===== src/rtl/mem_port_arbiter_pkg.sv =====
// Shared types for the unified-memory port arbiter: bus width, FSM states and
// owner encodings used by the top level and its picker.
package mem_port_arbiter_pkg;

    localparam int WORD = 32;

    typedef enum logic [1:0] {
        ARB_IDLE = 2'd0,
        ARB_REQ  = 2'd1,
        ARB_WAIT = 2'd2
    } arb_state_e;

    typedef enum logic {
        OWN_IF = 1'b0,
        OWN_D  = 1'b1
    } owner_e;

endpackage


===== src/rtl/mem_port_arbiter_rr_pick2.sv =====
// Combinational two-way picker: pick=0 selects req_a, pick=1 selects req_b.
// On a tie, round-robin favours the side not granted last; otherwise req_b wins.
module rr_pick2
    import mem_port_arbiter_pkg::*;
(
    input  logic req_a,
    input  logic req_b,
    input  logic last,
    input  logic rr_en,
    output logic pick
);

    // Winner selection, including the tie-break
    always_comb begin
        pick = 1'b0;
        if (req_a && req_b) begin
            if (rr_en) begin
                pick = ~last;
            end else begin
                pick = 1'b1;
            end
        end else if (req_b) begin
            pick = 1'b1;
        end else begin
            pick = 1'b0;
        end
    end

endmodule


===== src/rtl/mem_port_arbiter.sv =====
// Shares one single-ported memory bus between fetch and data stages, one
// transaction at a time, and drops fetch responses invalidated by a redirect.
module mem_port_arbiter
    import mem_port_arbiter_pkg::*;
#(
    parameter int WORD  = mem_port_arbiter_pkg::WORD,
    parameter bit RR_EN = 1'b1
) (
    input  logic            clk,
    input  logic            reset,
    input  logic            if_req,
    input  logic [WORD-1:0] if_addr,
    input  logic            if_flush,
    output logic            if_done,
    output logic [WORD-1:0] if_rdata,
    output logic            if_stall,
    input  logic            d_req,
    input  logic            d_we,
    input  logic [WORD-1:0] d_addr,
    input  logic [WORD-1:0] d_wdata,
    output logic            d_done,
    output logic [WORD-1:0] d_rdata,
    output logic            d_stall,
    output logic            mem_req,
    output logic            mem_we,
    output logic [WORD-1:0] mem_addr,
    output logic [WORD-1:0] mem_wdata,
    input  logic            mem_gnt,
    input  logic            mem_rvalid,
    input  logic [WORD-1:0] mem_rdata,
    output logic            proto_err
);

    arb_state_e      r_state, w_state_nxt;
    owner_e          r_owner, w_owner_nxt;
    logic            r_last, w_last_nxt;
    logic            r_kill, w_kill_nxt;
    logic            r_proto;
    logic            r_mem_req, w_mem_req_nxt;
    logic            r_mem_we, w_mem_we_nxt;
    logic [WORD-1:0] r_mem_addr, w_mem_addr_nxt;
    logic [WORD-1:0] r_mem_wdata, w_mem_wdata_nxt;
    logic            w_if_elig;
    logic            w_pick;
    logic            w_flush_own;

    // A redirect in the same cycle makes the fetch ineligible for this grant
    assign w_if_elig   = if_req & ~if_flush;
    assign w_flush_own = if_flush & (r_owner == OWN_IF);

    rr_pick2 u_pick (
        .req_a (w_if_elig),
        .req_b (d_req),
        .last  (r_last),
        .rr_en (RR_EN),
        .pick  (w_pick)
    );

    // State, ownership and bus output registers
    always_ff @(posedge clk or negedge reset) begin
        if (!reset) begin
            r_state     <= ARB_IDLE;
            r_owner     <= OWN_IF;
            r_last      <= 1'b0;
            r_kill      <= 1'b0;
            r_mem_req   <= 1'b0;
            r_mem_we    <= 1'b0;
            r_mem_addr  <= {WORD{1'b0}};
            r_mem_wdata <= {WORD{1'b0}};
        end else begin
            r_state     <= w_state_nxt;
            r_owner     <= w_owner_nxt;
            r_last      <= w_last_nxt;
            r_kill      <= w_kill_nxt;
            r_mem_req   <= w_mem_req_nxt;
            r_mem_we    <= w_mem_we_nxt;
            r_mem_addr  <= w_mem_addr_nxt;
            r_mem_wdata <= w_mem_wdata_nxt;
        end
    end

    // Next-state: arbitrate in IDLE, hold the request until granted, await response
    always_comb begin
        w_state_nxt     = r_state;
        w_owner_nxt     = r_owner;
        w_last_nxt      = r_last;
        w_kill_nxt      = r_kill;
        w_mem_req_nxt   = r_mem_req;
        w_mem_we_nxt    = r_mem_we;
        w_mem_addr_nxt  = r_mem_addr;
        w_mem_wdata_nxt = r_mem_wdata;
        case (r_state)
            ARB_IDLE: begin
                if (w_if_elig || d_req) begin
                    w_state_nxt   = ARB_REQ;
                    w_owner_nxt   = owner_e'(w_pick);
                    w_last_nxt    = w_pick;
                    w_kill_nxt    = 1'b0;
                    w_mem_req_nxt = 1'b1;
                    if (w_pick) begin
                        w_mem_we_nxt    = d_we;
                        w_mem_addr_nxt  = d_addr;
                        w_mem_wdata_nxt = d_wdata;
                    end else begin
                        w_mem_we_nxt    = 1'b0;
                        w_mem_addr_nxt  = if_addr;
                        w_mem_wdata_nxt = {WORD{1'b0}};
                    end
                end else begin
                    w_state_nxt = ARB_IDLE;
                end
            end
            ARB_REQ: begin
                if (w_flush_own) begin
                    w_kill_nxt = 1'b1;
                end else begin
                    w_kill_nxt = r_kill;
                end
                if (mem_gnt) begin
                    w_state_nxt   = ARB_WAIT;
                    w_mem_req_nxt = 1'b0;
                end else begin
                    w_state_nxt = ARB_REQ;
                end
            end
            ARB_WAIT: begin
                if (mem_rvalid) begin
                    w_state_nxt = ARB_IDLE;
                    w_kill_nxt  = 1'b0;
                end else if (w_flush_own) begin
                    w_kill_nxt = 1'b1;
                end else begin
                    w_state_nxt = ARB_WAIT;
                end
            end
            default: begin
                w_state_nxt   = ARB_IDLE;
                w_kill_nxt    = 1'b0;
                w_mem_req_nxt = 1'b0;
            end
        endcase
    end

    // Sticky flag for a response arriving when none is outstanding
    always_ff @(posedge clk or negedge reset) begin
        if (!reset) begin
            r_proto <= 1'b0;
        end else if (mem_rvalid && (r_state != ARB_WAIT)) begin
            r_proto <= 1'b1;
        end else begin
            r_proto <= r_proto;
        end
    end

    assign d_done    = mem_rvalid & (r_state == ARB_WAIT) & (r_owner == OWN_D);
    assign if_done   = mem_rvalid & (r_state == ARB_WAIT) & (r_owner == OWN_IF) & ~r_kill & ~if_flush;
    assign if_rdata  = mem_rdata;
    assign d_rdata   = mem_rdata;
    assign if_stall  = if_req & ~if_done;
    assign d_stall   = d_req & ~d_done;
    assign mem_req   = r_mem_req;
    assign mem_we    = r_mem_we;
    assign mem_addr  = r_mem_addr;
    assign mem_wdata = r_mem_wdata;
    assign proto_err = r_proto;

endmodule


===== config.mk =====
export PLATFORM = sky130hd
export DESIGN_NAME = mem_port_arbiter
export DESIGN_NICKNAME = d
export VERILOG_FILES = /design/src/rtl/mem_port_arbiter_pkg.sv /design/src/rtl/mem_port_arbiter_rr_pick2.sv /design/src/rtl/mem_port_arbiter.sv
export SDC_FILE = /design/constraint.sdc
export NUM_CORES = 1
export LEC_CHECK = 0
export CAP_MARGIN = 20
export CORE_AREA = 4 4 104 106
export CTS_BUF_LIST = sky130_fd_sc_hd__clkbuf_4
export DETAILED_ROUTE_END_ITERATION = 10
export DIE_AREA = 0 0 108 110
export DONT_BUFFER_PORTS = 1
export MAX_ROUTING_LAYER = met4
export PLACE_DENSITY = 0.51
export SETUP_SLACK_MARGIN = 0.05
export SLEW_MARGIN = 20
export SYNTH_ARGS = -nofsm -noshare
export SYNTH_HDL_FRONTEND = slang
export SYNTH_SLANG_ARGS = --single-unit

===== constraint.sdc =====
create_clock -name clk -period 4.2 [get_ports clk]
set_input_delay 1.05 -clock clk [delete_from_list [all_inputs] [get_ports clk]]
set_output_delay 1.05 -clock clk [all_outputs]
set_load 0.005 [all_outputs]

### Word level (Yosys, flattened, before mapping)

Cells that the tools add are included.

* bitwise operators: 15
* eq/ne operators: 6
* reductions and logical operators: 6
* shift operators: 0
* $lt $le $gt $ge: 0
* add/subtract/negate cells: 0
* multiply operators: 0
* mux-type cells: 17
* divide/modulo/power cells: 0

Operators with widths (count)
* $mux 32: 2
* $and 1x1->1: 9
* $mux 1: 9
* $mux 2: 3
* $ne 2x2->1 const B: 3
* $not 1->1: 6
* $pmux 1 s3: 2
* $pmux 2 s3: 1
* $ne 3x3->1 const B: 1
* $reduce_and 3->1: 1
* $eq 2x1->1 const B: 1
* $eq 2x2->1 const B: 1
* $logic_and 1x1->1: 2
* $logic_not 2->1: 1
* $reduce_and 2->1: 1
* $logic_or 1x1->1: 1

* memory bits (writable): 0
* word-level logic and storage cells: 52
* bits of input ports: 136
* memories: 0
* memory bits (read-only): 0
* output and inout bits: 135
* register bits after elaboration: 71
* latch bits: 0

### Depth between registers and ports, before layout

Gate-level depths: netlist (run 1).

* word-level depth: 7
* mapped depth: 7
* depth with buffers taken out: 6

### Cells and area by module

Synthesis (run 1) repeated with hierarchy kept, for this count alone.

* cell total of the unflattened synthesis: 348
* area, all modules: 4010.1 µm²

Modules (own cells, without submodules)
* mem_port_arbiter: seq. area each 1776.7 µm², instances 1, cells each 346, area each 4000.1 µm²
* rr_pick2: seq. area each 0.0 µm², instances 1, cells each 2, area each 10.0 µm²

### Worst setup path before layout (run 1)

Ideal clock, no wire load.

* path kind: input -> output
* from: in if_flush
* to: out if_stall
* required time: 3.150 ns
* slack: 1.629 ns
* path buffers: 0
* arrival time: 1.521 ns
* cell stages on the path: 2
* cells stage by stage: nor4_1 > nor2b_1

* cells in the longest elaborated chain, start to end: 4

RTL lines
* start, declared: RTL line mem_port_arbiter.sv:13 `input logic if_flush,`
* $not 1->1: RTL line mem_port_arbiter.sv:156 `assign if_done = mem_rvalid & (r_state == ARB_WAIT) & (r_owner == OWN_IF) & ~r_kill & ~if_flush;`
* $and 1x1->1: RTL line mem_port_arbiter.sv:156
* $not 1->1: RTL line mem_port_arbiter.sv:159 `assign if_stall = if_req & ~if_done;`
* $and 1x1->1: RTL line mem_port_arbiter.sv:159
* end, declared: RTL line mem_port_arbiter.sv:16 `output logic if_stall,`

No other way between the ends.

### Worst setup path in the final report (run 1)

* from: reg r_state[0]
* to: out if_stall

* cells in the longest elaborated chain, start to end: 7

RTL lines
* start, declared: RTL line mem_port_arbiter.sv:34 `arb_state_e r_state, w_state_nxt;`
* start signal, assigned: RTL line mem_port_arbiter.sv:71 `r_state <= w_state_nxt;`
* $eq 2x2->1: RTL line mem_port_arbiter.sv:156
* $and 1x1->1 (4 in a row): RTL line mem_port_arbiter.sv:156
* named net if_done: RTL line mem_port_arbiter.sv:14 `output logic if_done,`
* $not 1->1: RTL line mem_port_arbiter.sv:159
* $and 1x1->1: RTL line mem_port_arbiter.sv:159

The timed path passes the listed nets, and every way through them passes these cells.

==> impl_metrics.yaml, run 1 <==
status:
  outcome: "finished, final reports clean"
floorplan:
  start_util_pct: 36.0
  ioPinCount: 271
  core_mm2: 0.00977
  row_count: 36
  die-area_mm2: 0.0119
  die_h_um: 110
  dieWidth_um: 108
finish:
  final_common_cell: "dfrtp_1"
  layout.nets: 425
  drive_gt1_share_pct: 8.97
  multiInputGateArea_mm2: 0.00111
  layout_common_cells: "71 x dfrtp_1, 66 x a21oi_1, 35 x nand2_1, 35 x nor2_1, 33 x a22o_1"
  area_growth_syn_to_layout_pct: -7.29
  finalInstanceArea_mm2: 0.00326
  fillers: 1021
  num_antenna_cells: 0
  regArea_mm2: 0.00178
clock_network:
  cts_tree: "built"
  hold_buffers: 0
  cts.sinks: 71
  ctsResizeCount: 0
  insertion_delay_ns: 0.41
  ctsLongestPathBuffers: 2
  cts.reportedPaths.clkPinSlew_ns: 0.13
  cts_buffers: 9
  htree_levels: 3
  cts_setup_buffers: 0
  ctsRootBufferMaster: "clkbuf_4"
synth:
  synth_xor_area_share_pct: 0
  netlist_area_mm2: 0.00352
  synth_mux_area_share_pct: 0
  synth_top_family_by_area: "compound AO/OA/AOI/OAI gates"
  synthAdderAreaFrac_pct: 1.42
  synth_compound_area_share_pct: 20.1
  seq_area_frac_synth_pct: 50.5
  syn_inst: 355
  synth_area_leader_cell: "dfrtp_1"
  yosys.area.top_type_share_pct: 50.5
  synth_area_leaders: "dfrtp_1 51%, buf_4 15%, a21oi_1 9.4%, a22o_1 8.2%, nand2_1 3.8%"
  synth.net_count: 495
  synth_seq_cells: 71
  synth_cell_type_count: 27
  synth-simple-area-share_pct: 9.78
  ys.warnings.count: 0
  synth_area_per_cell_um2: 9.91
power:
  p_comb_share_pct: 29.7
  cellInternalPower_mw: 1.57
  p_sw_share_pct: 37.7
  leakage_nw: 1.44
  pwr-share-seq_pct: 50.6
  power_per_cell_area_mw_per_mm2: 774
  peakVddDrop_uv: 230
  p_sw_uw: 951
  p_clk_share_pct: 19.6
routing:
  ant_nets: 0
  route.detailed.drc: 0
  routedWlPerCell_um: 19.6
  dr.pass1.iters: 4
  wl_um: 8280
  vias: 2163
  drt-vias-per-instance: 5.11
  drt-initial-drc-count: 124
timing:
  hold_viol: 0
  max_freq_ghz: 0.357
  setup_viol: 0
  rsz0062_at_grt: "no"
  slew_headroom_pct: 39.9
  drv_slew: 0
  fin_crit_ns: 2.80
  tns_ns: 0
  finalCritPeriodShare_pct: 66.7
  tightest_slew_ns: 0.899
  skew_ns: 0.0165
global_route:
  antenna_found_initial: 0
  globalRoute.totalOverflow: 0
  grt_pass1_wl_um: 11500
  grt_pass1_vias: 2146
  grt_max_degree: 72
  grt_use_total_pct: 13.2
worst_setup_path:
  cp_max_fo: 5
  cp_num_cells: 5
  worst_path_max_delay_cell: "dfrtp_1"
  critPathMaxStageDelay_ns: 0.44
  crit_type: "reg2out"
  crit_start: "r_state[0]$_DFFE_PN0P_"
  start_kind: "flop"
  reg2reg_from: "r_state[0]$_DFFE_PN0P_"
  path_cells: "inv_1 > ha_1 > nand2_1 > nor4_1 > nor2b_1"
  crit_family: "simple AND/OR/NAND/NOR gates"
  crit_buf_inv: 1
  arrival_ns: 1.75
  cp.required_ns: 3.15
  r2r-end: "mem_wdata[4]$_DFFE_PN0P_"
  critPathCaptureType: "primary output"
  r2r_slack_ns: 2.32
  r2r_cells: 5
  cp-endpoint: "if_stall"
worst_hold_path:
  hold_class: "in2async"
placed_design:
  hpwl_um: 6060
  post_dp_cell_area_mm2: 0.00309
  port_buffers: 0
  place.gp.congestion: 0.696
job:
  max-cap-violations: 0
[registers in the layout (all words and copies together), names as in the netlist]
name       count
proto_err      1
r_last         1
mem_wdata     32
r_state        2
r_kill         1
mem_addr      32
mem_req        1
mem_we         1
[area by class of cell]
type                       instances  area share [%]
clock buffer                       9            2.07
timing repair buffer               3           0.691
clock inverter                     7            2.95
multi-input combinational        195            34.1
inverter                           5           0.576
sequential                        71            54.5
tap                              133            5.10
[through the flow]
step,std cells,hold slack [ns],power (mW),setup WS (ns),util [%]
final,423,0.314,2.52,1.40,33.4
after global routing,423,0.248,2.73,1.19,33.4
after CTS,423,0.262,2.57,1.33,33.3
after detailed placement,407,0.476,2.07,1.53,31.7
after global placement,407,0.478,2.05,1.53,31.6
after floorplan,355,0.451,1.93,1.63,-
[synthesized netlist by cell type]
library cell   n
a31oi_1        1
dfrtp_1       71
a21o_1         2
and3_1         2
nor2_1        35
buf_2          7
inv_1          5
nand3b_1       1
a21boi_2       1
buf_4         71
o31ai_1        2
a22o_1        33
ha_1           4
clkbuf_1       2
a21oi_1       66
nor2b_1        3
o21ai_0        1
o32a_1         1
o21ai_2        1
a21oi_2        1
nand2b_4       1
nand2_1       36
a211oi_1       1
nor2b_4        1
nor4_1         1
nand3_1        1
buf_6          4
[cells by family after synthesis]
kind of cell    Yosys count
compound gates          110
fa+ha+maj                 4
buf+inv                  89
flops                    71
simple gates             81
[worst reg2reg max path: stages (launching register included)]
cell and delay [ns]:
dfrtp_1 0.42, inv_1 0.08, ha_1 0.28, o21ai_4 0.36, buf_4 0.46, a22o_1 0.23
[metal layers]
metal,share of wire [%],global-route usage [%],vias to the layer above
met2,44,19.1,170
met1,40,15.4,980
met5,0,-,-
li1,-,-,1005
met4,1.1,4.87,0
met3,15,7.22,8
[worst min-delay path by stage]
stage	end	cells after the start	startpoint	slack (ns)
floorplan	proto_err$_DFFE_PN0P_	1	proto_err$_DFFE_PN0P_	0.45
finish	mem_wdata[14]$_DFFE_PN0P_	0	reset	0.31
global placement	proto_err$_DFFE_PN0P_	1	proto_err$_DFFE_PN0P_	0.48
detailed placement	proto_err$_DFFE_PN0P_	1	proto_err$_DFFE_PN0P_	0.48
global route	mem_wdata[11]$_DFFE_PN0P_	0	reset	0.25
CTS	mem_wdata[3]$_DFFE_PN0P_	0	reset	0.26
[power groups by stage]
stage,Combinational (mW),Clock (mW),Sequential (mW)
floorplan,0.732,0,1.20
global placement,0.743,0,1.30
detailed placement,0.776,0,1.29
CTS,0.765,0.519,1.29
global route,0.865,0.549,1.32
finish,0.750,0.496,1.28
(Power assumes the default switching activity.)
==> run 2: changes to the inputs <==
--- a/config.mk
+++ b/config.mk
@@ -12,7 +12,7 @@
 export DIE_AREA = 0 0 108 110
 export DONT_BUFFER_PORTS = 1
 export MAX_ROUTING_LAYER = met4
-export PLACE_DENSITY = 0.51
+export PLACE_DENSITY = 0.52
 export SETUP_SLACK_MARGIN = 0.05
 export SLEW_MARGIN = 20
 export SYNTH_ARGS = -nofsm -noshare
==> constraint.sdc (replaced) <==
create_clock -name clk -period 2.4 [get_ports clk]
set_input_delay 0.6 -clock clk [delete_from_list [all_inputs] [get_ports clk]]
set_output_delay 0.6 -clock clk [all_outputs]
set_load 0.005 [all_outputs]
==> run 2 against run 1 <==
  * Via count grew 2.5%
  * Critical path depth is the same
  * Cell count grew 0.95%
  * Routed wire length shrank 4.6%
  * Global-route usage shrank 0.20 points
  * First-iteration DRC count shrank 31%
  * Die area is the same
  * Sequential cell count is the same
  * Core utilization grew 0.72 points
  * Register-to-register slack lost 1.7 ns
  * Largest power group unchanged
==> impl_metrics.yaml, run 2 (synthesis results as in run 1) <==
timing:
  slew_headroom_pct: 61.0
  worst_slack_ns: 0.206
  fin_crit_ns: 2.19
  finalCritPeriodShare_pct: 91.4
  tns_ns: 0
  drv_slew: 0
  max_freq_ghz: 0.456
  tightest_slew_ns: 0.585
  hold_viol: 0
  setup_viol: 0
  rsz0062_at_grt: "no"
  skew_ns: 0.0146
floorplan:
  ioPinCount: 271
  row_count: 36
  dieWidth_um: 108
  die-area_mm2: 0.0119
  start_util_pct: 36.0
  core_mm2: 0.00977
  die_h_um: 110
worst_setup_path:
  crit_start: "r_state[0]$_DFFE_PN0P_"
  cp_max_fo: 5
  cp.required_ns: 1.80
  start_kind: "flop"
  reg2reg_from: "r_state[1]$_DFFE_PN0P_"
  crit_type: "reg2out"
  critPathCaptureType: "primary output"
  r2r_cells: 4
  arrival_ns: 1.59
finish:
  regArea_mm2: 0.00178
  multiInputGateArea_mm2: 0.00114
  layout.nets: 430
  final_common_cell: "dfrtp_1"
  drive_gt1_share_pct: 10.9
  postLayoutCoreUtil_pct: 34.1
  fillers: 1022
  area_growth_syn_to_layout_pct: -5.30
  num_antenna_cells: 0
  fin_cells: 427
  layout_common_cells: "71 x dfrtp_1, 66 x a21oi_1, 35 x nor2_1, 35 x nand2_1, 33 x a22o_1"
routing:
  route.detailed.drc: 0
  wl_um: 7900
  routedWlPerCell_um: 18.5
  drt-initial-drc-count: 86
  vias: 2217
  ant_nets: 0
  dr.pass1.iters: 6
  drt-vias-per-instance: 5.19
clock_network:
  insertion_delay_ns: 0.41
  cts_buffers: 9
  ctsLongestPathBuffers: 2
  cts.sinks: 71
  ctsRootBufferMaster: "clkbuf_4"
  htree_levels: 3
  cts_tree: "built"
  cts.reportedPaths.clkPinSlew_ns: 0.12
global_route:
  globalRoute.totalOverflow: 0
  antenna_found_initial: 0
  grt_pass1_vias: 2146
  grt_pass1_wl_um: 11300
  grt_use_total_pct: 13.0
  grt_max_degree: 72
power:
  leakage_nw: 1.46
  power_per_cell_area_mw_per_mm2: 1340
  peakVddDrop_uv: 417
  p_total_mw: 4.47
worst_hold_path:
  hold_class: "in2async"
status:
  outcome: "finished, final reports clean"
placed_design:
  place_ws_ns: 0.444
  place.gp.congestion: 0.742
  hpwl_um: 5800
  port_buffers: 0
  dp_cells: 409
job:
  max-cap-violations: 0
==> run 2: changes by cell type in the layout (fill, tap and decap cells not counted), sizes merged <==
cell,previous run,this run
buf,3,8
clkbuf,9,10
clkinv,4,3
inv,6,5
==> run 2: timing repair <==
action | in CTS | in global routing
pin swaps | 0 | 1
hold buffers | 1 | 0
setup buffers | 0 | 2
hold endpoints to repair | 71 | 0
gates resized for setup | 1 | 5
setup endpoints to repair | 1 | 2
==> run 2: layer usage <==
| layer | GRT usage [%] | vias to the layer above | part of all wire [%] |
|---|---|---|---|
| li1 | - | 1010 | - |
| met1 | 14.5 | 1021 | 38 |
| met2 | 19.5 | 169 | 46 |
| met3 | 6.23 | 17 | 14 |
| met4 | 6.40 | 0 | 2.3 |
| met5 | - | - | 0 |
==> run 2: metrics by stage <==
step	instance area, µm²	hold slack, ns
2_1_floorplan	3520	0.304
6_report	3330	0.0611
4_1_cts	3290	0.0304
5_1_grt	3330	0.0425
3_5_place_dp	3110	0.306
3_3_place_gp	3110	0.307
==> run 2: area by class of cell <==
class / count / share of cell area, %
flip-flops and latches: 71 / 53.3
multi-input cells: 195 / 34.2
well taps: 133 / 5.00
repair buffers: 8 / 2.40
clock buffers: 10 / 2.25
clock inverters: 5 / 2.22
inverters: 5 / 0.563
==> run 2: report_power, final <==
| group | switching, mW | internal, mW | total (mW) |
|---|---|---|---|
| sequential | 0.487 | 1.75 | 2.24 |
| clock | 0.404 | 0.423 | 0.827 |
| combinational | 0.781 | 0.620 | 1.40 |
| total | 1.67 | 2.79 | 4.47 |
==> run 2: critical path: stages (launching register included) <==
cell,delay [ns]
dfrtp_1,0.43
inv_2,0.11
ha_4,0.16
nand2_2,0.08
nor4_4,0.31
nor2b_1,0.10
==> run 2: worst paths after layout <==
| kind | end | slack (ns) |
|---|---|---|
| min | mem_wdata[9]$_DFFE_PN0P_ | 0.06 |
| min reg2reg | proto_err$_DFFE_PN0P_ | 0.50 |
| max reg2reg | mem_wdata[26]$_DFFE_PN0P_ | 0.59 |
| max | if_stall | 0.21 |
| min in group clk | proto_err$_DFFE_PN0P_ | 0.30 |
| max in group asynchronous | mem_addr[1]$_DFFE_PN0P_ | 2.06 |
==> run 3: changes to the inputs <==
--- a/config.mk
+++ b/config.mk
@@ -13,6 +13,7 @@
 export DONT_BUFFER_PORTS = 1
 export MAX_ROUTING_LAYER = met4
 export PLACE_DENSITY = 0.52
+export RECOVER_POWER = 50
 export SETUP_SLACK_MARGIN = 0.05
 export SLEW_MARGIN = 20
 export SYNTH_ARGS = -nofsm -noshare
==> run 3 against run 2 <==
  * The flow now finishes with violations (max-capacitance violations, max-slew violations)
  * Setup slack is the same
  * Non-clock buffer count unchanged
  * Clock-buffer cell count stayed put
  * Register-to-register slack about the same
  * Final area decreased by 0.68%
  * Global-route usage unchanged
  * Sequential power barely moved
  * Via count unchanged
  * Critical path type unchanged
  * Largest cell class unchanged
==> impl_metrics.yaml, run 3 (synthesis results as in run 1) <==
status:
  outcome: "complete, but fails checks"
  failed_checks: "max-capacitance violations, max-slew violations"
placed_design:
  hpwl_um: 5800
  port_buffers: 0
  place_ws_ns: 0.444
  place.gp.congestion: 0.742
  dp_cells: 409
timing:
  setup_viol: 0
  tightest_slew_ns: 1.69
  worst_slack_ns: 0.206
  tns_ns: 0
  drv_slew: 72
  finalCritPeriodShare_pct: 91.4
  rsz0062_at_grt: "no"
  hold_viol: 0
  max_freq_ghz: 0.456
  fin_crit_ns: 2.19
  slew_headroom_pct: -12.7
  skew_ns: 0.0146
power:
  power_per_cell_area_mw_per_mm2: 1350
  p_total_mw: 4.46
  leakage_nw: 1.46
  peakVddDrop_uv: 417
worst_setup_path:
  crit_buf_inv: 1
  arrival_ns: 1.59
  path_cells: "inv_2 > ha_4 > nand2_2 > nor4_4 > nor2b_1"
  crit_family: "simple AND/OR/NAND/NOR gates"
  crit_type: "reg2out"
  cp_max_fo: 5
  reg2reg_from: "r_state[1]$_DFFE_PN0P_"
  start_kind: "flop"
  r2r-end: "mem_wdata[26]$_DFFE_PN0P_"
  critPathCaptureType: "primary output"
  critPathMaxStageDelay_ns: 0.43
  r2r_cells: 4
  r2r_slack_ns: 0.59
  worst_path_max_delay_cell: "dfrtp_1"
  cp.required_ns: 1.80
routing:
  vias: 2217
  ant_nets: 0
  route.detailed.drc: 0
  routedWlPerCell_um: 18.5
  drt-vias-per-instance: 5.19
  wl_um: 7910
  drt-initial-drc-count: 86
  dr.pass1.iters: 6
worst_hold_path:
  hold-path-cell-count: 1
  holdCritStartpoint: "mem_rvalid"
  hold_class: "in2reg"
  hold_end: "proto_err$_DFFE_PN0P_"
finish:
  layout_common_cells: "71 x dfrtp_1, 66 x a21oi_1, 35 x nor2_1, 35 x nand2_1, 33 x a22o_1"
  num_antenna_cells: 0
  area_growth_syn_to_layout_pct: -5.94
  final_common_cell: "dfrtp_1"
  drive_gt1_share_pct: 10.9
  fillers: 1025
  fin_cells: 427
  layout.nets: 430
floorplan:
  ioPinCount: 271
  row_count: 36
  core_mm2: 0.00977
  dieWidth_um: 108
  die-area_mm2: 0.0119
  start_util_pct: 36.0
  die_h_um: 110
clock_network:
  htree_levels: 3
  ctsLongestPathBuffers: 2
  cts_buffers: 9
  cts_tree: "built"
  insertion_delay_ns: 0.41
  ctsRootBufferMaster: "clkbuf_4"
  cts.sinks: 71
  cts.reportedPaths.clkPinSlew_ns: 0.11
global_route:
  grt_use_total_pct: 13.0
  grt_max_degree: 72
  grt_pass1_wl_um: 11300
  grt_pass1_vias: 2146
  antenna_found_initial: 0
  globalRoute.totalOverflow: 0
job:
  max-cap-violations: 1
## run 3: cell count changes in the layout (fill, tap and decap cells not counted), sizes merged
cell    delta
clkbuf     +1
buf        -1
## run 3: worst max-delay path by stage
| stage | cells past startpoint | endpoint | startpoint |
|---|---|---|---|
| 2_1_floorplan | 5 | if_stall | r_state[0]$_DFFE_PN0P_ |
| 3_3_place_gp | 4 | mem_wdata[30]$_DFFE_PN0P_ | r_state[0]$_DFFE_PN0P_ |
| 3_5_place_dp | 5 | if_stall | r_state[0]$_DFFE_PN0P_ |
| 4_1_cts | 5 | if_stall | r_state[0]$_DFFE_PN0P_ |
| 5_1_grt | 5 | if_stall | r_state[0]$_DFFE_PN0P_ |
| 6_report | 5 | if_stall | r_state[0]$_DFFE_PN0P_ |
## run 3: final cells by class
cell class | instances | area, µm² | area share, %
well taps | 133 | 166 | 5.03
multi-input cells | 195 | 1140 | 34.5
flip-flops and latches | 71 | 1780 | 53.7
clock buffers | 10 | 75.1 | 2.27
clock inverters | 5 | 73.8 | 2.23
repair buffers | 8 | 57.6 | 1.74
inverters | 5 | 18.8 | 0.567
## run 3: metrics by stage
step / util (%) / hold WS, ns / area, µm²
after floorplan: - / 0.304 / 3520
after global placement: 31.8 / 0.307 / 3110
after global routing: 33.8 / 0.244 / 3310
final: 33.8 / 0.299 / 3310
after detailed placement: 31.8 / 0.306 / 3110
after CTS: 33.7 / 0.0304 / 3290
## run 3: repair_timing
item                                    4_1_cts  5_1_grt
hold endpoints to repair                     71        0
hold buffers                                  1        0
gates resized for setup                       1        5
pin swaps                                     0        1
endpoints found under the setup margin        1        2
setup buffers                                 0        2
## run 3: report_power, final
| part | switching [mW] | internal, mW |
|---|---|---|
| clock | 0.404 | 0.423 |
| combinational | 0.781 | 0.616 |
| sequential | 0.487 | 1.75 |
| total | 1.67 | 2.79 |
## run 3: routing by layer
layer / track usage, % / wire length [µm] / vias up
met5: - / 0 / -
met3: 6.23 / 1080 / 17
met4: 6.40 / 183 / 0
met2: 19.5 / 3640 / 169
met1: 14.5 / 3000 / 1021
li1: - / - / 1010
